File: src/rtl/sram_bank_mw.sv
// -----------------------------------------------------------------------------
// sram_bank_mw
//
// Parametrised single-port synchronous SRAM bank. It serves as the storage
// primitive for the activation, weight and partial-sum buffers. Requests use
// active-low CEN/WEN. Writes are masked per lane through BWEN. Reads return
// data one cycle after the request is sampled, or two cycles when OUT_REG=1.
// A built-in sequencer zeroes the whole array after every reset. READY is low
// while this sequencer runs.
//
// Ports
//   CLK     in   clock, rising edge
//   RESETN  in   synchronous reset, active-low
//   CEN     in   chip enable, active-low
//   WEN     in   write enable, active-low (1 = read when CEN=0)
//   A       in   word address [ADDR_W]
//   D       in   write data [DATA_W]
//   BWEN    in   per-lane write mask, active-low [DATA_W/LANE_W]
//   Q       out  read data; holds its value between reads
//   QVALID  out  one-cycle strobe; Q carries new read data
//   READY   out  requests are accepted (low while clearing)
//   ERR     out  one-cycle strobe for an access with A >= DEPTH
// -----------------------------------------------------------------------------
module sram_bank_mw #(
  parameter int DATA_W  = 64,
  parameter int DEPTH   = 16,
  parameter int ADDR_W  = 4,
  parameter int LANE_W  = 8,
  parameter int OUT_REG = 0
) (
  input  logic                       CLK,
  input  logic                       RESETN,
  input  logic                       CEN,
  input  logic                       WEN,
  input  logic [ADDR_W-1:0]          A,
  input  logic [DATA_W-1:0]          D,
  input  logic [DATA_W/LANE_W-1:0]   BWEN,
  output logic [DATA_W-1:0]          Q,
  output logic                       QVALID,
  output logic                       READY,
  output logic                       ERR
);

  localparam int NLANE = DATA_W / LANE_W;

  // Depth widened by one bit so that DEPTH = 2^ADDR_W is representable.
  // In that case the range test below is always true and ERR stays 0.
  localparam logic [ADDR_W:0]   DEPTH_X   = (ADDR_W + 1)'(DEPTH);
  localparam logic [ADDR_W-1:0] LAST_ADDR = ADDR_W'(DEPTH - 1);

  typedef enum logic {
    CLEAR = 1'b0,
    RUN   = 1'b1
  } state_t;

  state_t            state_reg, state_next;
  logic [ADDR_W-1:0] cnt_reg, cnt_next;

  // Decoded request and memory-port controls
  logic              in_range;
  logic              ready;
  logic [NLANE-1:0]  mem_we;
  logic [ADDR_W-1:0] mem_addr;
  logic [DATA_W-1:0] mem_wdata;
  logic              rd_en;     // in-range read: the array is accessed
  logic              rd_req;    // any accepted read, in range or not
  logic              rd_oor;    // accepted read with A >= DEPTH
  logic              wr_oor;    // dropped write with A >= DEPTH

  wire  [DATA_W-1:0] ram_q;

  // First read stage (aligned with the registered array output)
  logic              s1_vld_reg;
  logic              s1_oor_reg;
  logic              werr_reg;
  logic [DATA_W-1:0] s1_data;

  // Data presented to the output register
  logic              out_vld;
  logic              out_oor;
  logic [DATA_W-1:0] out_data;

  // Output registers
  logic [DATA_W-1:0] q_reg;
  logic              qvalid_reg;
  logic              err_reg;

  assign in_range = ({1'b0, A} < DEPTH_X);

  // ---------------------------------------------------------------------------
  // FSM: state register
  // ---------------------------------------------------------------------------
  always_ff @(posedge CLK) begin
    if (!RESETN) begin
      state_reg <= CLEAR;
      cnt_reg   <= '0;
    end else begin
      state_reg <= state_next;
      cnt_reg   <= cnt_next;
    end
  end

  // ---------------------------------------------------------------------------
  // FSM: next-state logic
  // The edge that writes the last word also moves the FSM to RUN.
  // READY is therefore high in the cycle after that edge.
  // ---------------------------------------------------------------------------
  always_comb begin
    state_next = state_reg;
    cnt_next   = cnt_reg;
    case (state_reg)
      CLEAR: begin
        cnt_next = cnt_reg + 1'b1;
        if (cnt_reg == LAST_ADDR) begin
          state_next = RUN;
          cnt_next   = '0;
        end
      end
      RUN: begin
        state_next = RUN;
      end
      default: begin
        state_next = CLEAR;
        cnt_next   = '0;
      end
    endcase
  end

  // ---------------------------------------------------------------------------
  // FSM: output / memory-port decode
  // Requests are qualified with RESETN so that an edge with reset asserted
  // never touches the array.
  // ---------------------------------------------------------------------------
  always_comb begin
    ready     = 1'b0;
    mem_we    = '0;
    mem_addr  = A;
    mem_wdata = D;
    rd_en     = 1'b0;
    rd_req    = 1'b0;
    rd_oor    = 1'b0;
    wr_oor    = 1'b0;
    case (state_reg)
      CLEAR: begin
        mem_addr  = cnt_reg;
        mem_wdata = '0;
        mem_we    = {NLANE{RESETN}};
      end
      RUN: begin
        ready = 1'b1;
        if (RESETN && !CEN) begin
          if (WEN) begin
            rd_req = 1'b1;
            rd_en  = in_range;
            rd_oor = !in_range;
          end else begin
            mem_we = in_range ? ~BWEN : '0;
            wr_oor = !in_range;
          end
        end
      end
      default: begin
        ready = 1'b0;
      end
    endcase
  end

  // ---------------------------------------------------------------------------
  // Storage: one narrow array per lane.
  // Each lane has a single write port and a registered read, so it maps
  // cleanly onto block RAM. Lane masking becomes independent write enables.
  // ---------------------------------------------------------------------------
  generate
    for (genvar gi = 0; gi < NLANE; gi++) begin : g_lane
      logic [LANE_W-1:0] mem_lane [0:DEPTH-1];
      logic [LANE_W-1:0] rd_lane_reg;

      always_ff @(posedge CLK) begin
        if (mem_we[gi]) begin
          mem_lane[mem_addr] <= mem_wdata[gi*LANE_W +: LANE_W];
        end
        if (rd_en) begin
          rd_lane_reg <= mem_lane[mem_addr];
        end
      end

      assign ram_q[gi*LANE_W +: LANE_W] = rd_lane_reg;
    end
  endgenerate

  // ---------------------------------------------------------------------------
  // Read stage 1: tracks whether the registered array output is a real read.
  // An out-of-range read does not access the array. Its data is forced to
  // zero here instead.
  // ---------------------------------------------------------------------------
  always_ff @(posedge CLK) begin
    if (!RESETN) begin
      s1_vld_reg <= 1'b0;
      s1_oor_reg <= 1'b0;
      werr_reg   <= 1'b0;
    end else begin
      s1_vld_reg <= rd_req;
      s1_oor_reg <= rd_oor;
      werr_reg   <= wr_oor;
    end
  end

  assign s1_data = s1_oor_reg ? '0 : ram_q;

  // ---------------------------------------------------------------------------
  // Optional extra pipeline stage
  // ---------------------------------------------------------------------------
  generate
    if (OUT_REG != 0) begin : g_oreg
      logic              p_vld_reg;
      logic              p_oor_reg;
      logic [DATA_W-1:0] p_data_reg;

      always_ff @(posedge CLK) begin
        if (!RESETN) begin
          p_vld_reg  <= 1'b0;
          p_oor_reg  <= 1'b0;
          p_data_reg <= '0;
        end else begin
          p_vld_reg  <= s1_vld_reg;
          p_oor_reg  <= s1_oor_reg;
          p_data_reg <= s1_data;
        end
      end

      assign out_vld  = p_vld_reg;
      assign out_oor  = p_oor_reg;
      assign out_data = p_data_reg;
    end else begin : g_noreg
      assign out_vld  = s1_vld_reg;
      assign out_oor  = s1_oor_reg;
      assign out_data = s1_data;
    end
  endgenerate

  // ---------------------------------------------------------------------------
  // Output register
  // Q only updates on a read, so writes and idle cycles leave it unchanged.
  // A write error comes from stage 1 and is not delayed by OUT_REG. It can
  // therefore share a cycle with a read error from an earlier request, so
  // the two sources are ORed.
  // ---------------------------------------------------------------------------
  always_ff @(posedge CLK) begin
    if (!RESETN) begin
      q_reg      <= '0;
      qvalid_reg <= 1'b0;
      err_reg    <= 1'b0;
    end else begin
      qvalid_reg <= out_vld;
      err_reg    <= (out_vld && out_oor) || werr_reg;
      if (out_vld) begin
        q_reg <= out_data;
      end
    end
  end

  assign Q      = q_reg;
  assign QVALID = qvalid_reg;
  assign READY  = ready;
  assign ERR    = err_reg;

endmodule
File: config.mk
export PLATFORM = sky130hd
export DESIGN_NAME = sram_bank_mw
export DESIGN_NICKNAME = d
export VERILOG_FILES = /design/src/rtl/sram_bank_mw.sv
export SDC_FILE = /design/constraint.sdc
export NUM_CORES = 1
export LEC_CHECK = 0
export CORE_MARGIN = 3
export CORE_UTILIZATION = 30
export DETAILED_ROUTE_END_ITERATION = 12
export GPL_ROUTABILITY_DRIVEN = 0
export PLACE_DENSITY = 0.44
export SLEW_MARGIN = 0
export SYNTH_ARGS = -nofsm -noshare
export SYNTH_HDL_FRONTEND = slang
export SYNTH_SLANG_ARGS = --single-unit
File: constraint.sdc
create_clock -name CLK -period 3.54 [get_ports CLK]
set_input_delay 0.708 -clock CLK [delete_from_list [all_inputs] [get_ports CLK]]
set_output_delay 0.708 -clock CLK [all_outputs]
set_load 0.05 [all_outputs]
---- Yosys cells after proc, flatten, opt, wreduce, memory -nomap -nowiden ----
Memory sizes are Yosys's and may differ from the RTL's. A register that Yosys moved wholly into a read port is not among the register bits.
Index checks and enable logic that the tools add are counted.
word-level totals
  bits of input ports ..................... 80
  RAM bits ................................ 1024
  register bits ........................... 71
  memories ................................ 8
  logic and storage cells ................. 47
  output and inout port bits .............. 67
cells by class
  reduce and logical (&&, ||, !) cells .... 2
  add/subtract/negate cells ............... 1
  bitwise operators ....................... 2
  multiplexer cells ....................... 28
  equality and inequality tests ........... 1
memories
  memory              depth  width  rd ports  clocked after memory_dff  write ports  line  source
  g_lane[0].mem_lane  16     8      1         1                         1            175   logic [LANE_W-1:0] mem_lane [0:DEPTH-1];
  g_lane[1].mem_lane  16     8      1         1                         1            175
  g_lane[2].mem_lane  16     8      1         1                         1            175
  g_lane[3].mem_lane  16     8      1         1                         1            175
  g_lane[4].mem_lane  16     8      1         1                         1            175
  g_lane[5].mem_lane  16     8      1         1                         1            175
  +2 memories         -      -      -         -                         -            -
operator list
  cell                   number
  $mux W64               1
  $mux W1                21
  $mux W8                2
  $pmux W8 S2            1
  $mux W4                2
  $not A8 Y8             1
  $add A4 B1 Y4 const B  1
  $eq A4 B4 Y1 const B   1
  $pmux W1 S2            1
  $logic_and A1 B1 Y1    1
  $logic_not A1 Y1       1
  $not A1 Y1             1

---- Depth between registers and ports, before layout ----
Gate-level depths: netlist (run 1).
  depth in word-level cells ............... 6
  gate-level depth with buffers ........... 8

---- Worst setup path after synthesis (run 1) ----
OpenSTA, ideal clock, no wires.
  kind .................................... reg2reg
  start ................................... register state_reg
  end ..................................... register g_lane[0].rd_lane_reg[0], read port of g_lane[0].mem_lane, enable pin
  arrival time ............................ 2868 ps
  cell stages (with the launch flop) ...... 4
  data required time ...................... 3110 ps
  path slack .............................. 242 ps
  buffers on the path ..................... 2
  path through ............................ dfxtp_1 -> buf_4 -> clkbuf_1 -> and4b_1
on the way
  longest elaborated chain between the ends .. 1
  elaborated cells between the ends (all ways) .. 2
RTL lines
  what                      line  source
  start: declaration        56    state_t state_reg, state_next;
  start signal: assignment  98    state_reg <= state_next;
  $mux W1                   143   case (state_reg)
  via rd_en                 65    logic rd_en;
  end: declaration          176   logic [LANE_W-1:0] rd_lane_reg;
The timed path passes the listed nets, and every way through them passes these cells.
A chain may end at the register's enable or synchronous reset.

---- Final worst setup path (run 1) ----
  start ................................... register state_reg
  end ..................................... output port READY
on the way
  longest elaborated chain between the ends .. 1
RTL lines
  what              line  source
  $mux W1           143
  end: declaration  40    output logic READY,
Every way passes these cells.

==> results of run 1 <==
[cell families (layout without fill, tap and decap cells)]
logic type / count (synthesis) / in the layout / synth area share, %
simple gates: 998 / 998 / 9.80
compound gates: 659 / 659 / 10.5
xor+xnor: 1 / 1 / 0.0175
other cells: 1 / 2 / 0.00747
fa+ha+maj: 1 / 1 / 0.0249
buf+inv: 549 / 924 / 4.54
mux: 199 / 199 / 7.17
flops: 1159 / 1159 / 67.9
[tightest hold or removal path: stages (launching register included)]
cell and delay (ps):
sky130_fd_sc_hd__edfxtp_1 320, sky130_fd_sc_hd__mux2i_1 60, sky130_fd_sc_hd__nor2b_1 90
[worst min path at each step]
stage                                       startpoint            endpoint  slack (ps)  depth (start not counted)
floorplan           g_lane[0].rd_lane_reg[0]$_DFFE_PP_   Q[0]$_SDFFE_PN0P_         480                          2
global placement    g_lane[3].rd_lane_reg[4]$_DFFE_PP_  Q[28]$_SDFFE_PN0P_         490                          2
detailed placement  g_lane[3].rd_lane_reg[4]$_DFFE_PP_  Q[28]$_SDFFE_PN0P_         500                          2
CTS                                             RESETN   Q[8]$_SDFFE_PN0P_         490                          3
global route                                    RESETN   Q[8]$_SDFFE_PN0P_         510                          3
finish              g_lane[4].rd_lane_reg[4]$_DFFE_PP_  Q[36]$_SDFFE_PN0P_         500                          2
[metrics by stage]
step	setup WS [ps]	area (µm²)	utilization, %
final	289	60100	36.3
after global routing	124	60100	36.3
after CTS	162	60100	36.3
after detailed placement	99.3	55800	33.7
after global placement	121	55800	33.7
after floorplan	242	50200	-
[layout make-up]
cell class	instances	area (µm²)	share of cell area, %
inverters	257	965	1.61
repair buffers	423	4040	6.73
clock buffers	169	3660	6.10
flip-flops and latches	1159	34100	56.8
clock inverters	75	618	1.03
diodes	1	2.50	0.00417
well taps	2189	2740	4.56
multi-input cells	1859	13900	23.2
[power breakdown]
part / leakage [nW] / internal (mW) / switching (mW)
logic: 7.04 / 0.939 / 1.28
registers: 10.8 / 15.0 / 0.0794
clock network: 2.10 / 7.93 / 5.64
[layout by cell type (no fill, tap or decap), types with 64 or more instances in the layout]
master / instances
sky130_fd_sc_hd__edfxtp_1: 1088
sky130_fd_sc_hd__nand2_1: 402
sky130_fd_sc_hd__nand2b_1: 259
sky130_fd_sc_hd__inv_1: 257
sky130_fd_sc_hd__o32ai_1: 254
sky130_fd_sc_hd__buf_4: 239
sky130_fd_sc_hd__clkdlybuf4s50_1: 143
sky130_fd_sc_hd__clkbuf_16: 141
sky130_fd_sc_hd__o22ai_1: 130
sky130_fd_sc_hd__nor2_1: 129
sky130_fd_sc_hd__mux4_2: 128
sky130_fd_sc_hd__a21boi_0: 128
sky130_fd_sc_hd__o41ai_1: 127
sky130_fd_sc_hd__mux2i_1: 69
sky130_fd_sc_hd__dfxtp_1: 68
sky130_fd_sc_hd__nor2b_1: 67
sky130_fd_sc_hd__and2_1: 66
sky130_fd_sc_hd__nand4_1: 64
[routing by layer]
metal  track usage (%)  wire, µm
met1              22.9     65700
met5                 0         0
met4              5.74      4320
met2              27.6     70900
met3              2.75      6020
==> run_summary.xml, run 1 <==
<?xml version="1.0" encoding="UTF-8"?>
<metrics>
  <group name="run_status">
    <metric name="status" unit="">finished clean</metric>
  </group>
  <group name="worst_setup_path">
    <metric name="timing.rr.start" unit="">state_reg$_SDFF_PN0_</metric>
    <metric name="crit_cells" unit="">2</metric>
    <metric name="crit_path_cell_trace" unit="">buf_4, clkdlybuf4s50_1</metric>
    <metric name="worstSetupStartpoint" unit="">state_reg$_SDFF_PN0_</metric>
    <metric name="end_kind" unit="">primary output</metric>
    <metric name="path_delay_family" unit="">buffers and inverters</metric>
    <metric name="worstRegToRegCells" unit="">7</metric>
    <metric name="crit-reg2reg-capture" unit="">g_lane[5].rd_lane_reg[1]$_DFFE_PP_</metric>
    <metric name="slowest_delay" unit="ps">850</metric>
    <metric name="cp-endpoint" unit="">READY</metric>
    <metric name="crit_path_top_delay_cell" unit="">sky130_fd_sc_hd__clkdlybuf4s50_1</metric>
    <metric name="cp_num_buf_inv" unit="">2</metric>
    <metric name="rrSetupSlack" unit="ps">490</metric>
    <metric name="critPathKind" unit="">register to primary output</metric>
    <metric name="crit_path_arrival_time" unit="ps">2540</metric>
    <metric name="required_time_at_the_endpoint_of_the_critical_path" unit="ps">2830</metric>
    <metric name="cp-start-kind" unit="">register</metric>
    <metric name="worst-path-max-fanout" unit="">22</metric>
  </group>
  <group name="logic_synthesis">
    <metric name="synth_top_flop_cell" unit="">sky130_fd_sc_hd__edfxtp_1</metric>
    <metric name="yosys-top-cells-count" unit="">1088 x sky130_fd_sc_hd__edfxtp_1, 403 x sky130_fd_sc_hd__nand2_1, 261 x sky130_fd_sc_hd__nand2b_1, 257 x sky130_fd_sc_hd__inv_1, 254 x sky130_fd_sc_hd__o32ai_1</metric>
    <metric name="total_standard_cell_area_after_synthesis" unit="µm²">50200</metric>
    <metric name="mappedNetlistNets" unit="">3648</metric>
    <metric name="synthesis.area_per_instance" unit="µm²">14.1</metric>
    <metric name="ys_warn_count" unit="">0</metric>
    <metric name="synthCells" unit="">3567</metric>
    <metric name="seq_area_frac_synth" unit="%">67.9</metric>
    <metric name="netlist.area_leader.share" unit="%">65.1</metric>
    <metric name="post_synthesis_async_set_or_reset_flop_share" unit="%">0</metric>
    <metric name="ys_types" unit="">38</metric>
    <metric name="synth-seq-cells" unit="">1159</metric>
    <metric name="synth_top_area_cell" unit="">sky130_fd_sc_hd__edfxtp_1</metric>
    <metric name="most_common_cell_in_the_synthesized_netlist" unit="">sky130_fd_sc_hd__edfxtp_1</metric>
    <metric name="synth.top_cells.by_area" unit="">sky130_fd_sc_hd__edfxtp_1 65%, sky130_fd_sc_hd__mux4_2 5.7%, sky130_fd_sc_hd__o32ai_1 4.4%, sky130_fd_sc_hd__nand2b_1 3.3%, sky130_fd_sc_hd__nand2_1 3.0%</metric>
    <metric name="synth_enable_flop_cells" unit="">1088</metric>
  </group>
  <group name="floorplan">
    <metric name="die-width" unit="µm">415</metric>
    <metric name="fp.dieH" unit="µm">415</metric>
    <metric name="initial_util" unit="%">30.3</metric>
    <metric name="ports" unit="">147</metric>
    <metric name="total_core_area" unit="µm²">166000</metric>
    <metric name="die_area" unit="µm²">172000</metric>
    <metric name="floorplan.rows" unit="">149</metric>
  </group>
  <group name="clock_network">
    <metric name="cts-buffers-inserted" unit="">137</metric>
    <metric name="worst_setup_hold_path_clk_slew" unit="ps">60</metric>
    <metric name="clock_sink_count" unit="">1159</metric>
    <metric name="clk_path_buf_depth" unit="">3</metric>
    <metric name="cts_max_level" unit="">4</metric>
    <metric name="cts.hold.buffers_added" unit="">0</metric>
    <metric name="tritoncts" unit="">yes</metric>
    <metric name="clock_tree.root_cell" unit="">sky130_fd_sc_hd__clkbuf_16</metric>
    <metric name="clk-insertion-delay-late" unit="ps">770</metric>
    <metric name="cts.repair_timing.setup_buffer_count" unit="">0</metric>
    <metric name="post_cts_resize_count" unit="">0</metric>
  </group>
  <group name="hold_path">
    <metric name="path_type_of_the_worst_min_delay_path" unit="">register to register</metric>
  </group>
  <group name="grt">
    <metric name="pin_count_of_the_biggest_net_entering_global_routing" unit="">103</metric>
    <metric name="grt_remaining_overflow" unit="">0</metric>
    <metric name="grtUsageTotal" unit="%">16.9</metric>
    <metric name="antenna_found_initial" unit="">4</metric>
    <metric name="grt_first_pass_wirelength" unit="µm">218000</metric>
    <metric name="grt_pass1_vias" unit="">31200</metric>
  </group>
  <group name="route">
    <metric name="vias" unit="">30800</metric>
    <metric name="first_pass_iters" unit="">6</metric>
    <metric name="postRouteWirelength" unit="µm">147000</metric>
    <metric name="viasPerCell" unit="">5.02</metric>
    <metric name="drt.antenna.violating_nets" unit="">0</metric>
    <metric name="drcViolationCount" unit="">0</metric>
    <metric name="drt-wirelength-per-cell" unit="µm">24.0</metric>
    <metric name="drt_iter0_drc" unit="">2367</metric>
  </group>
  <group name="cells_and_area">
    <metric name="drive_above_1_share" unit="%">15.7</metric>
    <metric name="non_filler_cells_in_the_finished_layout" unit="">6132</metric>
    <metric name="filler_cell_count" unit="">15800</metric>
    <metric name="layout-area-overhead-vs-synth" unit="%">19.7</metric>
    <metric name="largest_register_ffs" unit="">1024</metric>
    <metric name="fin_nets" unit="">3918</metric>
  </group>
  <group name="sta">
    <metric name="slew_of_the_pin_with_the_lowest_slew_margin" unit="ps">975</metric>
    <metric name="timing.final.crit_share" unit="%">91.8</metric>
    <metric name="grt_setup_unrepaired" unit="">no</metric>
    <metric name="slew_headroom" unit="%">34.9</metric>
    <metric name="finClkSkew" unit="ps">21.2</metric>
    <metric name="report.final.slew_viol_count" unit="">0</metric>
    <metric name="accumulated_negative_setup_slack" unit="ps">0</metric>
    <metric name="final.min_clock_period" unit="ps">3250</metric>
    <metric name="fmax" unit="MHz">308</metric>
    <metric name="hold_ws" unit="ps">499</metric>
    <metric name="setup_viol" unit="">0</metric>
    <metric name="total_count_of_hold_check_failures_in_the_final_report" unit="">0</metric>
  </group>
  <group name="placement">
    <metric name="dp.cells" unit="">5887</metric>
    <metric name="place.detailed.hpwl" unit="µm">91200</metric>
    <metric name="i_o_buffers" unit="">145</metric>
  </group>
  <group name="pwr">
    <metric name="fin_total_pwr" unit="mW">30.9</metric>
    <metric name="peakVddDrop" unit="mV">0.494</metric>
    <metric name="power_leakage" unit="nW">20.0</metric>
    <metric name="power_per_cell_area" unit="nW/µm²">514</metric>
  </group>
  <group name="run">
    <metric name="max_cap_violations" unit="">0</metric>
  </group>
</metrics>
Power figures use the tool's default switching activity.
==> run 2: changes to the inputs <==
--- a/config.mk
+++ b/config.mk
@@ -6,5 +6,4 @@
 export NUM_CORES = 1
 export LEC_CHECK = 0
-export CORE_MARGIN = 3
 export CORE_UTILIZATION = 30
 export DETAILED_ROUTE_END_ITERATION = 12
==> constraint.sdc (replaced) <==
create_clock -name CLK -period 3.54 [get_ports CLK]
set_input_delay 0.531 -clock CLK [delete_from_list [all_inputs] [get_ports CLK]]
set_output_delay 0.531 -clock CLK [all_outputs]
set_load 0.05 [all_outputs]
==> run 2 against run 1 <==
Effect of this change:
- final cell count grew 0.15%
- fmax shrank 1.4%
- global-route usage grew 0.78 points
- sequential share of layout area is essentially flat
- critical path depth is the same
- clock power is essentially flat
- utilization is essentially flat
- register-to-register slack lost 250 ps
- combinational power is essentially flat
- worst setup slack lost 46 ps
- flip-flop and latch count is the same
- largest cell class unchanged
- largest power group unchanged
==> run_summary.xml, run 2 (synthesized netlist as in run 1, its figures left out) <==
<?xml version="1.0" encoding="UTF-8"?>
<metrics>
  <group name="sta">
    <metric name="fmax" unit="MHz">303</metric>
    <metric name="slew_of_the_pin_with_the_lowest_slew_margin" unit="ps">1060</metric>
    <metric name="setup_viol" unit="">0</metric>
    <metric name="report.final.slew_viol_count" unit="">0</metric>
    <metric name="timing.final.crit_share" unit="%">93.2</metric>
    <metric name="final.min_clock_period" unit="ps">3300</metric>
    <metric name="finClkSkew" unit="ps">30.0</metric>
    <metric name="hold_ws" unit="ps">355</metric>
    <metric name="slew_headroom" unit="%">29.0</metric>
    <metric name="total_count_of_hold_check_failures_in_the_final_report" unit="">0</metric>
    <metric name="accumulated_negative_setup_slack" unit="ps">0</metric>
    <metric name="grt_setup_unrepaired" unit="">no</metric>
  </group>
  <group name="cells_and_area">
    <metric name="largest_register_ffs" unit="">1024</metric>
    <metric name="drive_above_1_share" unit="%">15.7</metric>
    <metric name="layout-area-overhead-vs-synth" unit="%">19.7</metric>
    <metric name="layout.cell_area.non_filler" unit="µm²">60100</metric>
    <metric name="fin_nets" unit="">3925</metric>
    <metric name="most_common_cell_after_layout_fill_and_taps_aside" unit="">sky130_fd_sc_hd__edfxtp_1</metric>
    <metric name="mostFrequentLayoutCells" unit="">1088 x sky130_fd_sc_hd__edfxtp_1, 402 x sky130_fd_sc_hd__nand2_1, 259 x sky130_fd_sc_hd__nand2b_1</metric>
  </group>
  <group name="pwr">
    <metric name="p_int" unit="mW">23.9</metric>
    <metric name="peakVddDrop" unit="mV">0.488</metric>
    <metric name="power_leakage" unit="nW">20.0</metric>
    <metric name="p_comb_share" unit="%">7.1</metric>
    <metric name="seqPwrFrac" unit="%">48.8</metric>
    <metric name="power_switching_share" unit="%">22.7</metric>
    <metric name="power_per_cell_area" unit="nW/µm²">515</metric>
    <metric name="power.net_switching" unit="mW">7.01</metric>
    <metric name="share_clk_of_total_power" unit="%">44.1</metric>
  </group>
  <group name="clock_network">
    <metric name="post_cts_resize_count" unit="">0</metric>
    <metric name="clock_tree.root_cell" unit="">sky130_fd_sc_hd__clkbuf_16</metric>
    <metric name="tritoncts" unit="">yes</metric>
    <metric name="worst_setup_hold_path_clk_slew" unit="ps">60</metric>
    <metric name="clk-insertion-delay-late" unit="ps">770</metric>
    <metric name="clk_path_buf_depth" unit="">3</metric>
    <metric name="cts_max_level" unit="">4</metric>
    <metric name="cts.hold.buffers_added" unit="">0</metric>
    <metric name="clock_sink_count" unit="">1159</metric>
    <metric name="cts-buffers-inserted" unit="">138</metric>
    <metric name="cts.repair_timing.setup_buffer_count" unit="">0</metric>
  </group>
  <group name="route">
    <metric name="drt-wirelength-per-cell" unit="µm">24.6</metric>
    <metric name="vias" unit="">30800</metric>
    <metric name="viasPerCell" unit="">5.02</metric>
    <metric name="drt_iter0_drc" unit="">2387</metric>
    <metric name="drt.antenna.violating_nets" unit="">0</metric>
    <metric name="drcViolationCount" unit="">0</metric>
    <metric name="first_pass_iters" unit="">5</metric>
    <metric name="postRouteWirelength" unit="µm">151000</metric>
  </group>
  <group name="floorplan">
    <metric name="die_area" unit="µm²">169000</metric>
    <metric name="initial_util" unit="%">30.3</metric>
    <metric name="total_core_area" unit="µm²">166000</metric>
    <metric name="fp.dieH" unit="µm">411</metric>
    <metric name="die-width" unit="µm">411</metric>
    <metric name="ports" unit="">147</metric>
    <metric name="floorplan.rows" unit="">149</metric>
  </group>
  <group name="placement">
    <metric name="i_o_buffers" unit="">145</metric>
    <metric name="dp_area" unit="µm²">55800</metric>
    <metric name="place.detailed.hpwl" unit="µm">95200</metric>
  </group>
  <group name="worst_setup_path">
    <metric name="cp-start-kind" unit="">register</metric>
    <metric name="timing.rr.start" unit="">state_reg$_SDFF_PN0_</metric>
    <metric name="crit_path_arrival_time" unit="ps">2770</metric>
    <metric name="critPathKind" unit="">register to primary output</metric>
    <metric name="slowest_delay" unit="ps">840</metric>
    <metric name="cp_num_buf_inv" unit="">2</metric>
    <metric name="path_delay_family" unit="">buffers and inverters</metric>
    <metric name="end_kind" unit="">primary output</metric>
    <metric name="required_time_at_the_endpoint_of_the_critical_path" unit="ps">3010</metric>
    <metric name="worstSetupStartpoint" unit="">state_reg$_SDFF_PN0_</metric>
    <metric name="crit_path_cell_trace" unit="">buf_4, clkdlybuf4s50_1</metric>
    <metric name="crit_path_top_delay_cell" unit="">sky130_fd_sc_hd__clkdlybuf4s50_1</metric>
    <metric name="worst-path-max-fanout" unit="">42</metric>
  </group>
  <group name="grt">
    <metric name="grt_first_pass_wirelength" unit="µm">219000</metric>
    <metric name="pin_count_of_the_biggest_net_entering_global_routing" unit="">134</metric>
    <metric name="grt_remaining_overflow" unit="">0</metric>
    <metric name="antenna_found_initial" unit="">5</metric>
    <metric name="grtUsageTotal" unit="%">17.7</metric>
    <metric name="grt_pass1_vias" unit="">30600</metric>
  </group>
  <group name="run_status">
    <metric name="status" unit="">finished clean</metric>
  </group>
  <group name="hold_path">
    <metric name="path_type_of_the_worst_min_delay_path" unit="">input pin to register</metric>
    <metric name="hold_path.startpoint" unit="">RESETN</metric>
  </group>
  <group name="run">
    <metric name="max_cap_violations" unit="">0</metric>
  </group>
</metrics>
[run 2: metrics by stage]
stage          worst slack (ps)  utilization, %  std cells  power [mW]
2_1_floorplan               242               -       3567        16.7
3_3_place_gp                261            33.7       5893        17.6
3_5_place_dp                239            33.7       5893        17.6
4_1_cts                     151            36.3       6138        31.3
5_1_grt                    69.1            36.3       6138        31.9
6_report                    242            36.3       6141        30.9
[run 2: power by group through the flow]
stage	sequential (mW)	combinational [mW]	clock (mW)
detailed placement	15.4	2.23	0
global route	15.1	2.37	14.5
finish	15.1	2.20	13.6
global placement	15.4	2.22	0
CTS	15.1	2.24	14.0
floorplan	15.3	1.41	0
[run 2: final timing paths]
check | cells after the start | endpoint | slack (ps)
max | 2 | READY | 240
min | 3 | Q[8]$_SDFFE_PN0P_ | 360
max reg2reg | 6 | g_lane[6].rd_lane_reg[3]$_DFFE_PP_ | 240
min reg2reg | 2 | Q[49]$_SDFFE_PN0P_ | 490
[run 2: cell type report]
cell class                      count  area, µm²
Fill cell                       15800     105000
Sequential cell                  1159      34100
Multi-Input combinational cell   1859      13900
Timing Repair Buffer              429       4040
Clock buffer                      192       3820
Tap cell                         2189       2740
Inverter                          257        965
Clock inverter                     53        462
Antenna cell                        3       7.51
[run 2: layer usage]
layer	track usage, %	part of all wire [%]	up-vias
li1	-	-	14200
met1	24.6	46	15700
met2	28.7	47	720
met3	2.75	4.5	194
met4	4.84	2.1	4
met5	0	0.014	-
[run 2: worst register-to-register path: cells and delay by family (launching register included)]
family / cells / cell delay, ps
flip-flops: 1 / 770
AND/OR/NAND/NOR: 2 / 630
AO/OA/AOI/OAI: 2 / 860
buffers and inverters: 2 / 710
